`config.mk`:
```
export PLATFORM = sky130hd
export DESIGN_NAME = rank_filter3x3_pipe
export DESIGN_NICKNAME = d
export VERILOG_FILES = /design/src/rtl/rank_filter3x3_pipe.sv
export SDC_FILE = /design/constraint.sdc
export NUM_CORES = 1
export LEC_CHECK = 0
export ABC_AREA = 1
export BUFFER_PORTS_ARGS = -buffer_cell sky130_fd_sc_hd__buf_2
export CORE_AREA = 2 2 207 230
export DETAILED_ROUTE_END_ITERATION = 6
export DIE_AREA = 0 0 209 232
export PLACE_DENSITY = 0.83
export SYNTH_ARGS = -nofsm -noshare
export SYNTH_HDL_FRONTEND = slang
export SYNTH_SLANG_ARGS = --single-unit
```
`constraint.sdc`:
```
create_clock -name clk -period 10.2 [get_ports clk]
set_clock_uncertainty 0.15 [all_clocks]
set_input_delay 1.53 -clock clk [delete_from_list [all_inputs] [get_ports clk]]
set_output_delay 1.53 -clock clk [all_outputs]
set_load 0.05 [all_outputs]
```
`src/rtl/rank_filter3x3_pipe.sv`:
```
// Three-stage pipelined 3x3 rank filter (median / min / max) with a valid/ready handshake on both sides.
// Column sort, then cross-column rank extraction, then final selection into the output register.
module rank_filter3x3_pipe #(
  parameter int DATA_W = 16,
  parameter bit SIGNED = 1'b0,
  parameter int CNT_W  = 16
) (
  input  logic                clk,
  input  logic                rst_n,
  input  logic                clear,
  input  logic                in_valid,
  output logic                in_ready,
  input  logic [9*DATA_W-1:0] in_win,
  input  logic [1:0]          in_mode,
  output logic                out_valid,
  input  logic                out_ready,
  output logic [DATA_W-1:0]   out_data,
  output logic [1:0]          out_mode,
  output logic                busy,
  output logic [CNT_W-1:0]    win_count
);

  typedef logic [DATA_W-1:0] pix_t;

  function automatic logic ge(input pix_t a, input pix_t b);
    logic signed [DATA_W-1:0] sa;
    logic signed [DATA_W-1:0] sb;
    sa = a;
    sb = b;
    if (SIGNED) return sa >= sb;
    else        return a >= b;
  endfunction

  function automatic pix_t max2(input pix_t a, input pix_t b);
    return ge(a, b) ? a : b;
  endfunction

  function automatic pix_t min2(input pix_t a, input pix_t b);
    return ge(a, b) ? b : a;
  endfunction

  function automatic pix_t max3(input pix_t a, input pix_t b, input pix_t c);
    return max2(max2(a, b), c);
  endfunction

  function automatic pix_t min3(input pix_t a, input pix_t b, input pix_t c);
    return min2(min2(a, b), c);
  endfunction

  function automatic pix_t med3(input pix_t a, input pix_t b, input pix_t c);
    return max2(min2(a, b), min2(max2(a, b), c));
  endfunction

  logic w_adv;
  pix_t w_e  [9];
  pix_t w_hi [3];
  pix_t w_md [3];
  pix_t w_lo [3];

  logic       r_vld_p1, r_vld_p2, r_vld_p3;
  logic [1:0] r_mode_p1, r_mode_p2, r_mode_p3;
  pix_t       r_hi_p1 [3];
  pix_t       r_md_p1 [3];
  pix_t       r_lo_p1 [3];
  pix_t       r_p_p2, r_q_p2, r_r_p2, r_gmin_p2, r_gmax_p2;
  pix_t       r_data_p3;
  logic [CNT_W-1:0] r_cnt;

  // Whole pipe moves as one unit; a stalled output freezes every stage, bubbles included.
  assign w_adv     = !r_vld_p3 || out_ready;
  assign in_ready  = w_adv || clear;
  assign out_valid = r_vld_p3;
  assign out_data  = r_data_p3;
  assign out_mode  = r_mode_p3;
  assign busy      = r_vld_p1 || r_vld_p2 || r_vld_p3;
  assign win_count = r_cnt;

  always_comb begin
    for (int k = 0; k < 9; k++) w_e[k] = in_win[k*DATA_W +: DATA_W];
    for (int c = 0; c < 3; c++) begin
      w_hi[c] = max3(w_e[c], w_e[c+3], w_e[c+6]);
      w_md[c] = med3(w_e[c], w_e[c+3], w_e[c+6]);
      w_lo[c] = min3(w_e[c], w_e[c+3], w_e[c+6]);
    end
  end

  // Control path: valids and counter; clear overrides advance and counting.
  always_ff @(posedge clk or negedge rst_n) begin
    if (!rst_n) begin
      r_vld_p1 <= 1'b0;
      r_vld_p2 <= 1'b0;
      r_vld_p3 <= 1'b0;
      r_cnt    <= '0;
    end else if (clear) begin
      r_vld_p1 <= 1'b0;
      r_vld_p2 <= 1'b0;
      r_vld_p3 <= 1'b0;
      r_cnt    <= '0;
    end else begin
      if (w_adv) begin
        r_vld_p1 <= in_valid;
        r_vld_p2 <= r_vld_p1;
        r_vld_p3 <= r_vld_p2;
      end
      if (r_vld_p3 && out_ready) r_cnt <= r_cnt + CNT_W'(1);
    end
  end

  // S1: per-column sort
  always_ff @(posedge clk) begin
    if (w_adv) begin
      r_mode_p1 <= in_mode;
      for (int c = 0; c < 3; c++) begin
        r_hi_p1[c] <= w_hi[c];
        r_md_p1[c] <= w_md[c];
        r_lo_p1[c] <= w_lo[c];
      end
    end
  end

  // S2: cross-column rank candidates and global extremes
  always_ff @(posedge clk) begin
    if (w_adv) begin
      r_mode_p2 <= r_mode_p1;
      r_p_p2    <= max3(r_lo_p1[0], r_lo_p1[1], r_lo_p1[2]);
      r_q_p2    <= med3(r_md_p1[0], r_md_p1[1], r_md_p1[2]);
      r_r_p2    <= min3(r_hi_p1[0], r_hi_p1[1], r_hi_p1[2]);
      r_gmin_p2 <= min3(r_lo_p1[0], r_lo_p1[1], r_lo_p1[2]);
      r_gmax_p2 <= max3(r_hi_p1[0], r_hi_p1[1], r_hi_p1[2]);
    end
  end

  // S3: mode select into the output register
  always_ff @(posedge clk or negedge rst_n) begin
    if (!rst_n) begin
      r_data_p3 <= '0;
      r_mode_p3 <= 2'd0;
    end else if (w_adv) begin
      r_mode_p3 <= r_mode_p2;
      case (r_mode_p2)
        2'd1:    r_data_p3 <= r_gmin_p2;
        2'd2:    r_data_p3 <= r_gmax_p2;
        default: r_data_p3 <= med3(r_p_p2, r_q_p2, r_r_p2);
      endcase
    end
  end

endmodule

```
==> results of run 1 <==
## final timing paths
check	depth (start not counted)	from	end	slack, ps
min in group asynchronous	1	rst_n	win_count[14]	880
setup reg to reg	28	r_md_p1[0][31]	r_q_p2[4]	2830
hold reg to reg	0	r_mode_p1[0]	r_mode_p2[0]	270
setup / recovery	28	in_win[41]	r_md_p1[0][44]	2510
hold / removal	0	r_mode_p1[0]	r_mode_p2[0]	270
max in group asynchronous	1	rst_n	out_data[1]	8470
## sequential cells by signal, indices dropped and copies added, names as in the netlist
name       flops
r_hi_p1       48
r_lo_p1       48
r_md_p1       48
out_data      16
r_gmax_p2     16
r_gmin_p2     16
r_p_p2        16
r_q_p2        16
r_r_p2        16
win_count     16
out_mode       2
r_mode_p1      2
r_mode_p2      2
out_valid      1
r_vld_p1       1
r_vld_p2       1
## cells in the mapped netlist
library cell  instances  area (um^2)
a211oi_1              1         7.51
a21oi_1             237         1190
a21oi_2              16          140
a21oi_4               4         65.1
a221oi_1              1         8.76
a31oi_1               2         12.5
and2_1               39          244
and3_1                1         6.26
buf_1                 8         30.0
buf_2                37          185
buf_4                 4         30.0
buf_6                10          113
buf_8                 1         15.0
clkbuf_1             55          206
clkbuf_2              2         10.0
clkinv_1              1         3.75
dfrtp_1              37          926
edfxtp_1            228         6850
ha_1                387         4840
inv_1               440         1650
inv_2                 8         30.0
nand2_1            1026         3850
nand2_2               5         31.3
nand3_1             252         1260
nand3_2              16          160
nand3_4               2         35.0
nand4_1              87          544
nor2_1              121          454
nor2_2                3         18.8
nor3_1               23          115
nor3_2                3         30.0
nor3_4                3         48.8
nor4_1                4         25.0
o211ai_1             22          165
o21a_1                6         45.0
o21ai_0             321         1610
o21ai_1              18         90.1
o21ai_2               8         70.1
o21bai_1              1         7.51
o221ai_1              1         8.76
or2_0                 1         6.26
or2_2                 1         6.26
## final cells by class
class / count / area (um^2) / share of cell area (%)
clock buffers: 31 / 712 / 2.61
repair buffers: 194 / 988 / 3.62
multi-input cells: 2612 / 15100 / 55.3
inverters: 449 / 1690 / 6.20
well taps: 595 / 744 / 2.73
flip-flops and latches: 265 / 7770 / 28.5
clock inverters: 21 / 278 / 1.02
## through the flow
step	util (%)	area (um^2)	setup WS [ps]	hold slack, ps	instances
3_5_place_dp	56.9	26300	2110	259	4115
6_report	59.1	27300	2510	269	4167
3_3_place_gp	56.9	26300	2200	255	4115
2_1_floorplan	-	25100	1290	250	3443
4_1_cts	59.1	27300	2640	271	4167
5_1_grt	59.1	27300	1600	290	4167
## cell usage in the layout (no fill, tap or decap), types with 2 or more instances in the layout
cell           n
bufinv_16      5
a21oi_2       16
clkinv_1       2
o21ai_1       18
nor3_2         3
nor3_4         3
a21oi_4        4
nand4_1       87
and2_1        39
nor2_2         4
clkinvlp_4     5
clkinv_2       3
buf_2        187
a21oi_1      237
o211ai_1      22
o21ai_2        8
clkbuf_1       3
inv_1        440
nand3_4        2
clkbuf_16     28
buf_4          7
nand2_1     1026
nor4_1         4
nor3_1        23
inv_2          8
clkinv_8       2
edfxtp_1     228
o21ai_0      321
inv_6          2
nand2_2        5
ha_1         387
a31oi_2        2
nand3_1      252
nor2_1       120
nand3_2       16
dfrtp_1       37
o21a_1         6
clkinv_4       2
## logic make-up (layout without fill, tap and decap cells)
| logic type | count (synthesis) | after routing | share of synthesized area (%) |
|---|---|---|---|
| fa+ha+maj | 387 | 387 | 19.3 |
| flops | 265 | 265 | 30.9 |
| buf+inv | 566 | 695 | 9.05 |
| simple gates | 1587 | 1587 | 27.2 |
| compound gates | 638 | 638 | 13.6 |
## metal layers
metal	vias to the layer above	global-route usage (%)	wire [um]
met3	169	2.98	5260
met1	10700	37.4	29500
met5	-	0	0
li1	11800	-	-
met4	0	13.9	3810
met2	971	49.6	32700
==> results by group, run 1 <==
Clocking
  – CTS root buf: clkbuf_16
  – H-tree level count: 1
  – TritonCTS Sinks: 265
  – Setup Buffers After CTS: 0
  – Hold buffer count at cts: 0
  – # resized after CTS: 0
  – CTS tree: built
  – CTS Buffer Depth: 3
  – Worst-Skew Late Latency: 590 ps
  – CTS buffer count: 28
  – Clock-pin slew on the worst setup and hold paths: 70 ps

GRT
  – Initial antenna violation count: 0
  – Total GRT Usage: 29.2%
  – Remaining Overflow, GRT: 0
  – Vias in the first global route: 21,900
  – Largest net degree at the start of global routing: 155
  – Global-route wire length before repair: 113,000 um

Critical path
  – Worst path bufs/invs: 4
  – Most frequent CP cell: nand2_1
  – Top Family by Delay on Critical Path: simple AND/OR/NAND/NOR gates
  – Crit Path Max Fanout: 49
  – Crit Path Category: in -> reg
  – Slowest-stage cell, CP: nand3_2
  – CP max stage delay: 720 ps
  – CP Data Required Time: 10,500 ps
  – Worst Path Arrival: 7990 ps
  – Startpoint Class: input pin
  – Crit. End Element: register

Yosys
  – Unique masters post-synth: 42
  – Syn_area_per_cell: 7.30 um^2
  – FF+latch count, synth: 265
  – Cell Area, Synth: 25,100 um^2
  – Post-Syn Instances: 3,443
  – Yosys synthesis warning count: 0
  – Synth Net Count: 3,981
  – Post-synthesis sequential area ratio: 30.9%

Floorplanning
  – Core area: 46,200 um^2
  – Initial core utilization: 54.4%
  – Die area: 48,500 um^2
  – Cell Rows: 83
  – Die height: 232 um
  – I/O pin cnt: 188
  – Die Wd: 209 um

Timing
  – Tcrit/Tclk final: 75.4%
  – Max frequency: 130 MHz
  – RSZ-0062 raised after global routing: false
  – Final hold violations: 0
  – Setup Viol. Count Final: 0
  – Slew Limit Fails: 0
  – Setup TNS: 0 ps
  – Crit path time final: 7690 ps
  – Slew Limit Headroom: 19.8%
  – Worst slew pin tran: 1200 ps

Detailed routing
  – Routed via count: 23,700
  – Drt pass-1 iters: 6
  – Post-route antenna net violation count: 0
  – DR vias/cell: 5.68
  – DR WL/cell: 17.1 um
  – Drt total wl: 71,200 um
  – DRC: 0
  – Detailed Route Iter0 Violations: 2,288

Placement
  – Routability cong.: 0.999
  – I/O Buffers: 187
  – Post-DP HPWL: 58,200 um

Final layout
  – Area Overhead vs Synth: 8.58%
  – Nets: 4,088
  – Layout cell share with drive strength beyond 1: 8.79%
  – Fill cells: 4,176
  – Antenna cells: 0

Run status
  – Outcome: finished, final reports clean

Run
  – Maxcap violations: 0

Hold path
  – HP Class: reg -> reg
Power of run 1 is not shown: default switching activity piles up to over one toggle a cycle in this logic, so the estimate is an artifact.
==> run 2, diff against run 1 <==
--- a/config.mk
+++ b/config.mk
@@ -10,7 +10,7 @@
 export CORE_AREA = 2 2 207 230
 export DETAILED_ROUTE_END_ITERATION = 6
 export DIE_AREA = 0 0 209 232
-export PLACE_DENSITY = 0.83
+export PLACE_DENSITY = 0.86
 export SYNTH_ARGS = -nofsm -noshare
 export SYNTH_HDL_FRONTEND = slang
 export SYNTH_SLANG_ARGS = --single-unit
==> constraint.sdc (replaced) <==
create_clock -name clk -period 6.65 [get_ports clk]
set_clock_uncertainty 0.15 [all_clocks]
set_input_delay 0.9975 -clock clk [delete_from_list [all_inputs] [get_ports clk]]
set_output_delay 0.9975 -clock clk [all_outputs]
set_load 0.05 [all_outputs]
==> results by group, run 2 (synthesized netlist as in run 1, its figures left out) <==
Final layout
  – Design Area, Final: 27,400 um^2 (+0.50%)
  – Register area: 7770 um^2 (unchanged)
  – Most frequent cells in the layout: nand2_1, inv_1, ha_1
  – Nets: 4,110 (+0.54%)
  – Biggest regs: r_hi_p1 x48, r_lo_p1 x48, r_md_p1 x48
  – Layout cell share with drive strength beyond 1: 9.21% (+0.42 points)
  – Fill cells: 4,100 (-1.8%)
  – Cell Count, Final, Fillers Out: 4,191 (+0.58%)
  – Area Overhead vs Synth: 9.12%
  – Most common cell after layout, fill and taps aside: nand2_1
  – Area of the multi-input gates: 15,100 um^2 (about the same)

Floorplanning
  – Core area: 46,200 um^2 (unchanged)
  – Die Wd: 209 um (unchanged)
  – Initial core utilization: 54.4% (unchanged)
  – Die height: 232 um (unchanged)
  – I/O pin cnt: 188 (unchanged)
  – Die area: 48,500 um^2 (unchanged)
  – Cell Rows: 83 (unchanged)

Clocking
  – CTS root buf: clkbuf_16
  – Clock-pin slew on the worst setup and hold paths: 60 ps (about the same)
  – CTS tree: built
  – H-tree level count: 1 (unchanged)
  – Setup Buffers After CTS: 0 (unchanged)
  – CTS buffer count: 27 (-3.6%)
  – # resized after CTS: 0 (unchanged)
  – Hold buffer count at cts: 0 (unchanged)
  – TritonCTS Sinks: 265 (unchanged)
  – Worst-Skew Late Latency: 590 ps (about the same)
  – CTS Buffer Depth: 3 (unchanged)

Detailed routing
  – DRC: 0 (unchanged)
  – DR WL/cell: 17.3 um (+0.95%)
  – Routed via count: 23,900 (+1.1%)
  – Post-route antenna net violation count: 0 (unchanged)
  – Detailed Route Iter0 Violations: 2,202 (-3.8%)
  – Drt total wl: 72,300 um (+1.5%)
  – Drt pass-1 iters: 6 (unchanged)
  – DR vias/cell: 5.71 (+0.53%)

GRT
  – Global-route wire length before repair: 114,000 um (+1.6%)
  – Largest net degree at the start of global routing: 154 (-0.65%)
  – Initial antenna violation count: 5 (+5)
  – Vias in the first global route: 22,300 (+1.9%)
  – Total GRT Usage: 29.6% (+0.46 points)
  – Remaining Overflow, GRT: 0 (unchanged)

Critical path
  – Crit. End Element: register
  – Top Family by Delay on Critical Path: simple AND/OR/NAND/NOR gates
  – CP max stage delay: 580 ps (-140 ps)
  – R2R Setup Slk: 790 ps (-2040 ps)
  – Worst Path Arrival: 6320 ps (-1670 ps)
  – CP Data Required Time: 6940 ps (-3560 ps)
  – Slowest-stage cell, CP: inv_1
  – Most frequent CP cell: nand2_1
  – Crit Path Max Fanout: 21 (-57%)
  – Worst path bufs/invs: 7 (+3)
  – Startpoint Class: input pin
  – Crit Path Category: in -> reg

Placement
  – Routability cong.: 1.03 (+2.7%)
  – I/O Buffers: 187 (unchanged)
  – Post-DP HPWL: 59,200 um (+1.7%)
  – Post-Place Cells: 4,138 (+0.56%)
  – DP Area: 26,500 um^2 (+0.79%)

Timing
  – Setup Viol. Count Final: 0 (unchanged)
  – Worst hold slack: 270 ps (+1.25 ps)
  – Crit path time final: 6030 ps
  – Tcrit/Tclk final: 90.7%
  – Setup TNS: 0 ps (unchanged)
  – Final hold violations: 0 (unchanged)
  – Slew Limit Fails: 0 (unchanged)
  – Slew Limit Headroom: 25.2% (+5.4 points)
  – Worst slew pin tran: 1120 ps (-80.9 ps)
  – RSZ-0062 raised after global routing: false
  – Max frequency: 166 MHz

Run
  – Maxcap violations: 0 (unchanged)

Hold path
  – HP Class: reg -> reg

Run status
  – Outcome: finished, final reports clean
run 2: changes by cell type in the layout (fill, tap and decap cells not counted), sizes merged:
| cell | before | now |
|---|---|---|
| buf | 194 | 217 |
| bufinv | 5 | 3 |
| clkbuf | 31 | 35 |
| clkinv | 9 | 8 |
| clkinvlp | 5 | 0 |
| diode | 0 | 4 |
| inv | 451 | 452 |
run 2: final cells by class:
type                    count  area share [%]
multi-input cells        2612            55.1
flip-flops and latches    265            28.3
inverters                 449            6.17
repair buffers            217            4.37
well taps                 595            2.71
clock buffers              35            2.70
clock inverters            14           0.620
diodes                      4          0.0365
run 2: path summary, 6_finish.rpt:
path / from / end / depth (start not counted)
min in group asynchronous: rst_n / win_count[11] / 1
max in group asynchronous: rst_n / out_data[2] / 1
worst max register to register: r_md_p1[0][31] / r_q_p2[0] / 33
worst min register to register: r_mode_p1[1] / r_mode_p2[1] / 0
worst max-delay path: in_win[75] / r_md_p1[0][20] / 32
worst min-delay path: r_mode_p1[1] / r_mode_p2[1] / 0
run 2: metrics by stage:
stage	setup WS (ps)	utilization, %
after detailed placement	178	57.4
after global routing	99.9	59.4
after CTS	740	59.3
after floorplan	1350	-
after global placement	307	57.4
final	617	59.4
run 2: metal layers:
metal	vias to the layer above	global-route usage (%)	wire length (um)
li1	11900	-	-
met1	10800	37.5	29400
met2	1041	48.9	32600
met3	215	3.81	5750
met4	2	16.9	4590
met5	-	0	9
Power of run 2 is left out for the same reason.
